`src/rtl/im_pkg.sv`:
```
// -----------------------------------------------------------------------------
// im_pkg
// Shared definitions for the IM (memory-access) pipeline stage:
//   - access-size encodings (SZ_WORD / SZ_HALF / SZ_BYTE; 2'b11 behaves as word)
//   - FSM state enumeration (IDLE / REQ)
//   - helpers: lane offset normalisation, byte-enable lookup, misalignment test
// Memory is big-endian: byte offset 0 is data bits [31:24].
// -----------------------------------------------------------------------------
package im_pkg;

  localparam logic [1:0] SZ_WORD = 2'b00;
  localparam logic [1:0] SZ_HALF = 2'b01;
  localparam logic [1:0] SZ_BYTE = 2'b10;

  typedef enum logic [0:0] {
    ST_IDLE = 1'b0,
    ST_REQ  = 1'b1
  } im_state_e;

  // Byte offset actually used for lane selection: halves are forced to an
  // even offset and words to offset 0, so a misaligned access never straddles
  // a word.
  function automatic logic [1:0] align_offset(input logic [1:0] size,
                                              input logic [1:0] addr_lo);
    logic [1:0] off;
    case (size)
      SZ_BYTE: off = addr_lo;
      SZ_HALF: off = {addr_lo[1], 1'b0};
      default: off = 2'b00;
    endcase
    return off;
  endfunction

  // Byte enables, bit 3 = bits [31:24] (offset 0).
  function automatic logic [3:0] byte_en(input logic [1:0] size,
                                         input logic [1:0] off);
    logic [3:0] be;
    case (size)
      SZ_BYTE: be = 4'b1000 >> off;
      SZ_HALF: be = off[1] ? 4'b0011 : 4'b1100;
      default: be = 4'b1111;
    endcase
    return be;
  endfunction

  // True for a half at an odd address or a word not on a 4-byte boundary.
  function automatic logic is_misaligned(input logic [1:0] size,
                                         input logic [1:0] addr_lo);
    logic mis;
    case (size)
      SZ_BYTE: mis = 1'b0;
      SZ_HALF: mis = addr_lo[0];
      default: mis = (addr_lo != 2'b00);
    endcase
    return mis;
  endfunction

endpackage

```
`src/rtl/im_stage_if.sv`:
```
// -----------------------------------------------------------------------------
// im_stage_if
// Data-memory request/acknowledge port of the IM stage.
//   mem_req   request active            mem_we    write strobe
//   mem_addr  word-aligned address      mem_wdata lane-replicated store data
//   mem_be    byte enables (bit 3 = [31:24])
//   mem_ack   transaction done, mem_rdata valid in the same cycle
// master: the IM stage; slave: the memory.
// -----------------------------------------------------------------------------
interface im_stage_if;
  logic        mem_req;
  logic        mem_we;
  logic [31:0] mem_addr;
  logic [31:0] mem_wdata;
  logic [3:0]  mem_be;
  logic        mem_ack;
  logic [31:0] mem_rdata;

  modport master (
    output mem_req, mem_we, mem_addr, mem_wdata, mem_be,
    input  mem_ack, mem_rdata
  );

  modport slave (
    input  mem_req, mem_we, mem_addr, mem_wdata, mem_be,
    output mem_ack, mem_rdata
  );
endinterface

```
`src/rtl/im_load_align.sv`:
```
// -----------------------------------------------------------------------------
// im_load_align
// Combinational load-data alignment: picks the addressed byte/half lane of a
// big-endian word and sign- or zero-extends it to 32 bits.
//   i_rdata  read data          i_offset  normalised byte offset
//   i_size   access size        i_sign    1 sign-extend, 0 zero-extend
//   o_data   aligned, extended result
// -----------------------------------------------------------------------------
module im_load_align
  import im_pkg::*;
(
  input  logic [31:0] i_rdata,
  input  logic [1:0]  i_offset,
  input  logic [1:0]  i_size,
  input  logic        i_sign,
  output logic [31:0] o_data
);

  logic [7:0]  w_byte;
  logic [15:0] w_half;

  // Lane select (offset 0 is the most significant byte) and extension.
  always_comb begin
    w_byte = 8'h00;
    w_half = 16'h0000;
    o_data = i_rdata;
    case (i_offset)
      2'd0:    w_byte = i_rdata[31:24];
      2'd1:    w_byte = i_rdata[23:16];
      2'd2:    w_byte = i_rdata[15:8];
      default: w_byte = i_rdata[7:0];
    endcase
    if (i_offset[1]) begin
      w_half = i_rdata[15:0];
    end else begin
      w_half = i_rdata[31:16];
    end
    case (i_size)
      SZ_BYTE: o_data = {{24{i_sign & w_byte[7]}}, w_byte};
      SZ_HALF: o_data = {{16{i_sign & w_half[15]}}, w_half};
      default: o_data = i_rdata;
    endcase
  end

endmodule

```
`src/rtl/im_stage.sv`:
```
// -----------------------------------------------------------------------------
// im_stage
// Memory-access stage. Non-memory instructions retire one cycle after
// acceptance; memory instructions run a req/ack transaction on `mem`, stalling
// upstream while in REQ, and retire on the ack edge. A transaction without ack
// for TIMEOUT_CYCLES REQ cycles is abandoned with a one-cycle bus_err pulse.
// Ports:
//   clk, rst_n (async active-low)
//   valid_in, pc_in, O_in, B_in, access_size_in, rw_in, mem_en_in,
//   memory_sign_extend_in, res_data_sel_in, rd_in : IX/IM register fields
//   stall                                         : hold upstream (state==REQ)
//   mem (im_stage_if.master)                      : data-memory port
//   wb_valid, wb_pc, wb_data, wb_rd               : registered writeback bundle
//   bus_err                                       : timeout pulse
//   misalign_err                                  : IM_MISALIGN_TRAP_EN only
// Configuration macro IM_MISALIGN_TRAP_EN: misaligned half/word accesses are
// trapped (misalign_err pulse, no transaction) instead of being forced aligned.
// -----------------------------------------------------------------------------
module im_stage
  import im_pkg::*;
#(
  parameter int TIMEOUT_CYCLES = 16
) (
  input  logic        clk,
  input  logic        rst_n,
  input  logic        valid_in,
  input  logic [31:0] pc_in,
  input  logic [31:0] O_in,
  input  logic [31:0] B_in,
  input  logic [1:0]  access_size_in,
  input  logic        rw_in,
  input  logic        mem_en_in,
  input  logic        memory_sign_extend_in,
  input  logic        res_data_sel_in,
  input  logic [4:0]  rd_in,
  output logic        stall,
  im_stage_if.master  mem,
  output logic        wb_valid,
  output logic [31:0] wb_pc,
  output logic [31:0] wb_data,
  output logic [4:0]  wb_rd,
  output logic        bus_err
`ifdef IM_MISALIGN_TRAP_EN
 ,output logic        misalign_err
`endif
);

  localparam int              CNT_W    = $clog2(TIMEOUT_CYCLES) + 1;
  localparam logic [CNT_W-1:0] CNT_LAST = CNT_W'(TIMEOUT_CYCLES - 1);

  im_state_e        r_state;
  im_state_e        w_next;
  logic [CNT_W-1:0] r_cnt;

  // Fields latched at acceptance of a memory instruction.
  logic [31:0] r_pc;
  logic [31:0] r_o;
  logic [31:0] r_b;
  logic [1:0]  r_size;
  logic        r_rw;
  logic        r_sign;
  logic        r_sel;
  logic [4:0]  r_rd;

  logic        w_accept;
  logic        w_retire_alu;
  logic        w_retire_mem;
  logic        w_timeout;
  logic        w_misalign;
  logic        w_in_req;
  logic [1:0]  w_off;
  logic [31:0] w_load;
  logic [31:0] w_wdata;

  assign w_in_req = (r_state == ST_REQ);
  assign w_off    = align_offset(r_size, r_o[1:0]);

  im_load_align u_load_align (
    .i_rdata  (mem.mem_rdata),
    .i_offset (w_off),
    .i_size   (r_size),
    .i_sign   (r_sign),
    .o_data   (w_load)
  );

  // Store data replicated across every lane it may be written to.
  always_comb begin
    case (r_size)
      SZ_BYTE: w_wdata = {4{r_b[7:0]}};
      SZ_HALF: w_wdata = {2{r_b[15:0]}};
      default: w_wdata = r_b;
    endcase
  end

  // Memory port is driven from registered state only and is quiet in IDLE;
  // the async reset of r_state drops mem_req without waiting for an edge.
  assign stall         = w_in_req;
  assign mem.mem_req   = w_in_req;
  assign mem.mem_we    = w_in_req & r_rw;
  assign mem.mem_addr  = w_in_req ? {r_o[31:2], 2'b00} : 32'h0000_0000;
  assign mem.mem_be    = w_in_req ? byte_en(r_size, w_off) : 4'b0000;
  assign mem.mem_wdata = w_in_req ? w_wdata : 32'h0000_0000;

  // Next-state and per-cycle event decode.
  always_comb begin
    w_next       = r_state;
    w_accept     = 1'b0;
    w_retire_alu = 1'b0;
    w_retire_mem = 1'b0;
    w_timeout    = 1'b0;
    w_misalign   = 1'b0;
    case (r_state)
      ST_IDLE: begin
        if (valid_in && !mem_en_in) begin
          w_retire_alu = 1'b1;
        end else if (valid_in) begin
`ifdef IM_MISALIGN_TRAP_EN
          if (is_misaligned(access_size_in, O_in[1:0])) begin
            w_misalign = 1'b1;
          end else begin
            w_accept = 1'b1;
            w_next   = ST_REQ;
          end
`else
          w_accept = 1'b1;
          w_next   = ST_REQ;
`endif
        end else begin
          w_next = ST_IDLE;
        end
      end
      ST_REQ: begin
        // An ack in the last allowed cycle still wins over the timeout.
        if (mem.mem_ack) begin
          w_retire_mem = 1'b1;
          w_next       = ST_IDLE;
        end else if (r_cnt == CNT_LAST) begin
          w_timeout = 1'b1;
          w_next    = ST_IDLE;
        end else begin
          w_next = ST_REQ;
        end
      end
      default: w_next = ST_IDLE;
    endcase
  end

  // FSM state register.
  always_ff @(posedge clk or negedge rst_n) begin
    if (!rst_n) begin
      r_state <= ST_IDLE;
    end else begin
      r_state <= w_next;
    end
  end

  // REQ-cycle counter: 0 in the first REQ cycle, +1 per cycle without ack.
  always_ff @(posedge clk or negedge rst_n) begin
    if (!rst_n) begin
      r_cnt <= '0;
    end else if (w_accept) begin
      r_cnt <= '0;
    end else if (w_in_req) begin
      r_cnt <= r_cnt + CNT_W'(1);
    end else begin
      r_cnt <= r_cnt;
    end
  end

  // Latch the instruction fields at acceptance.
  always_ff @(posedge clk or negedge rst_n) begin
    if (!rst_n) begin
      r_pc   <= 32'h0000_0000;
      r_o    <= 32'h0000_0000;
      r_b    <= 32'h0000_0000;
      r_size <= 2'b00;
      r_rw   <= 1'b0;
      r_sign <= 1'b0;
      r_sel  <= 1'b0;
      r_rd   <= 5'd0;
    end else if (w_accept) begin
      r_pc   <= pc_in;
      r_o    <= O_in;
      r_b    <= B_in;
      r_size <= access_size_in;
      r_rw   <= rw_in;
      r_sign <= memory_sign_extend_in;
      r_sel  <= res_data_sel_in;
      r_rd   <= rd_in;
    end else begin
      r_pc   <= r_pc;
      r_o    <= r_o;
      r_b    <= r_b;
      r_size <= r_size;
      r_rw   <= r_rw;
      r_sign <= r_sign;
      r_sel  <= r_sel;
      r_rd   <= r_rd;
    end
  end

  // Writeback bundle and error pulses; the bundle holds between retirements.
  always_ff @(posedge clk or negedge rst_n) begin
    if (!rst_n) begin
      wb_valid <= 1'b0;
      wb_pc    <= 32'h0000_0000;
      wb_data  <= 32'h0000_0000;
      wb_rd    <= 5'd0;
      bus_err  <= 1'b0;
    end else begin
      wb_valid <= w_retire_alu | w_retire_mem;
      bus_err  <= w_timeout;
      if (w_retire_alu) begin
        wb_pc   <= pc_in;
        wb_data <= O_in;
        wb_rd   <= rd_in;
      end else if (w_retire_mem) begin
        // Stores always write back the address/ALU result.
        wb_pc   <= r_pc;
        wb_data <= (r_sel && !r_rw) ? w_load : r_o;
        wb_rd   <= r_rd;
      end else begin
        wb_pc   <= wb_pc;
        wb_data <= wb_data;
        wb_rd   <= wb_rd;
      end
    end
  end

`ifdef IM_MISALIGN_TRAP_EN
  // Misalignment trap pulse at the edge that would have accepted the access.
  always_ff @(posedge clk or negedge rst_n) begin
    if (!rst_n) begin
      misalign_err <= 1'b0;
    end else begin
      misalign_err <= w_misalign;
    end
  end
`else
  logic w_unused_misalign;
  assign w_unused_misalign = w_misalign;
`endif

endmodule

```
`src/flat_wrapper.sv`:
```
// flat-port wrapper written by rule: the top's interface ports become plain ports
module im_stage_flat import im_pkg::*;
#(
  parameter int TIMEOUT_CYCLES = 16
)
  (clk, rst_n, valid_in, pc_in, O_in, B_in, access_size_in, rw_in, mem_en_in, memory_sign_extend_in, res_data_sel_in, rd_in, stall, wb_valid, wb_pc, wb_data, wb_rd, bus_err, mem_mem_req, mem_mem_we, mem_mem_addr, mem_mem_wdata, mem_mem_be, mem_mem_ack, mem_mem_rdata);
  im_stage_if mem_i ();
  input  logic clk;
  input  logic rst_n;
  input  logic valid_in;
  input  logic [31:0] pc_in;
  input  logic [31:0] O_in;
  input  logic [31:0] B_in;
  input  logic [1:0] access_size_in;
  input  logic rw_in;
  input  logic mem_en_in;
  input  logic memory_sign_extend_in;
  input  logic res_data_sel_in;
  input  logic [4:0] rd_in;
  output logic stall;
  output logic wb_valid;
  output logic [31:0] wb_pc;
  output logic [31:0] wb_data;
  output logic [4:0] wb_rd;
  output logic bus_err;
  output wire logic [$bits(mem_i.mem_req)-1:0] mem_mem_req;
  output wire logic [$bits(mem_i.mem_we)-1:0] mem_mem_we;
  output wire logic [$bits(mem_i.mem_addr)-1:0] mem_mem_addr;
  output wire logic [$bits(mem_i.mem_wdata)-1:0] mem_mem_wdata;
  output wire logic [$bits(mem_i.mem_be)-1:0] mem_mem_be;
  input wire logic [$bits(mem_i.mem_ack)-1:0] mem_mem_ack;
  input wire logic [$bits(mem_i.mem_rdata)-1:0] mem_mem_rdata;
  assign mem_mem_req = mem_i.mem_req;
  assign mem_mem_we = mem_i.mem_we;
  assign mem_mem_addr = mem_i.mem_addr;
  assign mem_mem_wdata = mem_i.mem_wdata;
  assign mem_mem_be = mem_i.mem_be;
  assign mem_i.mem_ack = mem_mem_ack;
  assign mem_i.mem_rdata = mem_mem_rdata;
  im_stage #(.TIMEOUT_CYCLES(TIMEOUT_CYCLES)) u_core (.clk(clk), .rst_n(rst_n), .valid_in(valid_in), .pc_in(pc_in), .O_in(O_in), .B_in(B_in), .access_size_in(access_size_in), .rw_in(rw_in), .mem_en_in(mem_en_in), .memory_sign_extend_in(memory_sign_extend_in), .res_data_sel_in(res_data_sel_in), .rd_in(rd_in), .stall(stall), .mem(mem_i), .wb_valid(wb_valid), .wb_pc(wb_pc), .wb_data(wb_data), .wb_rd(wb_rd), .bus_err(bus_err));
endmodule
```
`config.mk`:
```
export PLATFORM = sky130hd
export DESIGN_NAME = im_stage_flat
export DESIGN_NICKNAME = d
export VERILOG_FILES = /design/src/rtl/im_pkg.sv /design/src/rtl/im_stage_if.sv /design/src/rtl/im_load_align.sv /design/src/rtl/im_stage.sv /design/src/flat_wrapper.sv
export SDC_FILE = /design/constraint.sdc
export NUM_CORES = 1
export LEC_CHECK = 0
export CAP_MARGIN = 20
export CELL_PAD_IN_SITES_DETAIL_PLACEMENT = 1
export CELL_PAD_IN_SITES_GLOBAL_PLACEMENT = 1
export CORE_MARGIN = 3
export CORE_UTILIZATION = 39
export DETAILED_ROUTE_END_ITERATION = 7
export GPL_TIMING_DRIVEN = 1
export PLACE_DENSITY_LB_ADDON = 0.12
export SYNTH_ARGS = -nofsm -noshare
export SYNTH_HDL_FRONTEND = slang
export SYNTH_HIERARCHICAL = 1
export SYNTH_SLANG_ARGS = --single-unit
```
`constraint.sdc`:
```
create_clock -name clk -period 8.92 [get_ports clk]
set_input_delay 1.784 -clock clk [delete_from_list [all_inputs] [get_ports clk]]
set_output_delay 1.784 -clock clk [all_outputs]
set_load 0.02 [all_outputs]
```
==> impl_metrics.py <==
metrics = {
    "finish": {
        "final_core_utilization_pct": 55.6,
        "instances_no_fill": 1382,
        "n_antenna_cell": 0,
        "syn_to_final_growth_pct": 39.3,
        "layout.nets": 1205,
        "layout-drive-gt1-share_pct": 15.7,
    },
    "hold_path": {
        "hold_depth": 1,
        "hp-class": "register to register",
        "hold_end": "u_core/r_cnt[3]",
        "holdCritStartpoint": "u_core/r_cnt[3]",
    },
    "placed_design": {
        "dpl.cell_count": 1350,
        "place_congestion": 0.831,
        "place_ws_ps": 4540,
        "portBuffers": 282,
        "dp_hpwl_um": 20400,
    },
    "floorplanning": {
        "die_area_um2": 25200,
        "start_util_pct": 39.9,
        "dieWidth_um": 159,
        "die_y_um": 159,
        "rows": 55,
        "io_pins": 285,
        "coreArea_um2": 22800,
    },
    "timing": {
        "timing.final.crit_share_pct": 53.3,
        "max_freq_ghz": 0.210,
        "fin_setup_tns_ps": 0,
        "fin_crit_ps": 4760,
        "worstMarginPinSlew_ps": 962,
        "hold_viol": 0,
        "grt_setup_unrepaired": "no",
        "skew_ps": 15.3,
        "worst_slack_ps": 4160,
        "setup_violations": 0,
        "maxSlewHeadroom_pct": 35.8,
        "final_max_slew_viol_count": 0,
    },
    "routing": {
        "post_drt_wl_per_cell_um": 21.4,
        "viasPerCell": 5.43,
        "vias": 7506,
        "post-route-drc-count": 0,
        "wirelength_um": 29600,
        "antenna_left": 0,
        "drt_iter0_markers": 431,
        "drtPass1Iterations": 5,
    },
    "setup_path": {
        "arrival_ps": 2970,
        "timing.rr.start": "u_core/r_size[0]",
        "start_kind": "register",
        "timing.rr.end": "u_core/wb_data[27]",
        "cp_max_fo": 20,
        "rr_worst_depth": 9,
        "reg2reg_slack_ps": 5140,
        "crit_buf_inv": 2,
        "cpPeakStageDelay_ps": 650,
        "crit_slowest_cell": "clkdlybuf4s50_1",
        "path_delay_family": "buffers and inverters",
        "critPathKind": "register to output port",
        "cp-end-kind": "output port",
        "worstPathCellList": "inv_1 -> ha_1 -> nor2b_1 -> a22oi_1 -> nor2_1 -> clkdlybuf4s50_1",
        "crit_required_ps": 7140,
    },
    "clock_network": {
        "post_cts_buffers": 0,
        "cts.clk_slew.worst_paths_ps": 80,
        "cts_inserted_buffers": 17,
        "cts_resized": 0,
        "root_buffer": "clkbuf_16",
        "clockBufferDepth": 2,
        "clk_latency_ps": 440,
        "cts_tree": "yes",
        "cts.sinks": 183,
        "htree_levels": 4,
        "hold_buffers": 0,
    },
    "power": {
        "leakage_uw": 0.00546,
        "powerDensity_nw_per_um2": 248,
        "totalPowerFinal_uw": 3140,
        "vdd_drop_max_mv": 0.117,
    },
    "yosys": {
        "yosys.area.top_type_share_pct": 50.3,
        "synthArstFlopShare_pct": 100,
        "synth.avg_cell_area_um2": 11.1,
        "yosys-top-cells-area": "dfrtp_1 50%, mux2_2 14%, a221o_1 4.1%, mux2i_1 3.5%, nand3_1 3.0%",
        "yosysMostFrequentCell": "dfrtp_1",
        "seq_area_frac_synth_pct": 50.3,
        "netlist_instances": 818,
        "synth-seq-cells": 183,
        "synth_common_cells": "183 x dfrtp_1, 114 x mux2_2, 54 x nand2_1, 54 x nand3_1",
        "netlist_area_um2": 9100,
        "synth_edf_count": 0,
        "synth_cell_type_count": 38,
        "ys_warn_count": 6,
        "yosys.area.top_type": "dfrtp_1",
        "synth_ff_type": "dfrtp_1",
    },
    "job": {
        "cap_violations": 0,
    },
    "grt": {
        "grt_pass1_wl_um": 47200,
        "track_usage_pct": 23.4,
        "grt_pass1_vias": 8146,
        "grt_max_degree": 89,
        "grt_antenna_before_repair": 0,
        "grt_overflow": 0,
    },
    "run_status": {
        "outcome": "complete, no violations",
    },
}
how the worst max path moves through the flow:
stage	startpoint	endpoint	slack [ps]	cells past startpoint
2_1_floorplan	u_core/r_size[0]	mem_mem_wdata[24]	5320	7
3_3_place_gp	mem_en_in	u_core/r_b[7]	4570	5
3_5_place_dp	mem_en_in	u_core/r_pc[18]	4540	5
4_1_cts	u_core/mem.mem_req	mem_mem_wdata[26]	4120	3
5_1_grt	u_core/mem.mem_req	mem_mem_wdata[26]	3920	3
6_report	u_core/r_size[0]	mem_mem_wdata[11]	4160	6
per-layer routing:
metal	GRT usage [%]	up-vias	share of wire, %
li1	-	3443	-
met1	31.2	3787	45
met2	38.6	247	48
met3	6.00	29	5.8
met4	5.01	0	1.4
met5	0	-	0
cells by family after synthesis:
kind of cell / after synthesis / share of synthesized area (%)
and+or+nand+nor: 243 / 13.9
AOI/OAI and AO/OA: 144 / 12.5
adders and majority gates: 6 / 0.825
DFF: 183 / 50.3
buffers and inverters: 94 / 4.61
muxes: 147 / 17.8
other: 1 / 0.0412
sequential cells by signal, summed over array words and instances (netlist names):
register / flops
u_core/r_rw: 1
u_core/r_rd: 5
u_core/r_cnt: 5
u_core/r_size: 2
u_core/r_pc: 32
u_core/wb_pc: 32
u_core/wb_rd: 5
u_core/r_o: 32
u_core/wb_data: 32
u_core/bus_err: 1
u_core/mem.mem_req: 1
u_core/wb_valid: 1
u_core/r_sign: 1
u_core/r_sel: 1
u_core/r_b: 32
layout make-up:
type,count,area [um^2]
inverters,19,71.3
flip-flops and latches,183,4580
fillers,2400,10100
well taps,313,392
multi-input cells,542,4120
clock buffers,18,429
repair buffers,293,2920
clock inverters,14,160
through the flow:
| stage | hold slack (ps) | cell area, um^2 |
|---|---|---|
| floorplan | 450 | 9100 |
| finish | 501 | 12700 |
| global placement | 472 | 12100 |
| global route | 514 | 12700 |
| CTS | 505 | 12700 |
| detailed placement | 487 | 12100 |
where the power goes:
part	total (uW)	internal (uW)	leakage [uW]	switching, uW
Clock	751	376	0.000280	375
Sequential	1180	1030	0.00220	145
Combinational	1210	592	0.00298	622
placed cells by master (no fill, tap or decap), drive strengths merged, types with 6 or more instances in the layout:
cell	n
nand2	54
o211ai	32
inv	24
a221o	37
o21ai	10
dfrtp	183
nand3	54
nor2	25
buf	11
and3	39
mux2i	32
and2	43
a21oi	22
clkbuf	19
clkinv	7
o22ai	7
a221oi	8
mux2	115
ha	6
nor2b	12
a22oi	16
a32oi	10
clkdlybuf4s50	281
nor3	8
No activity file was read; power rests on OpenSTA's default activity.
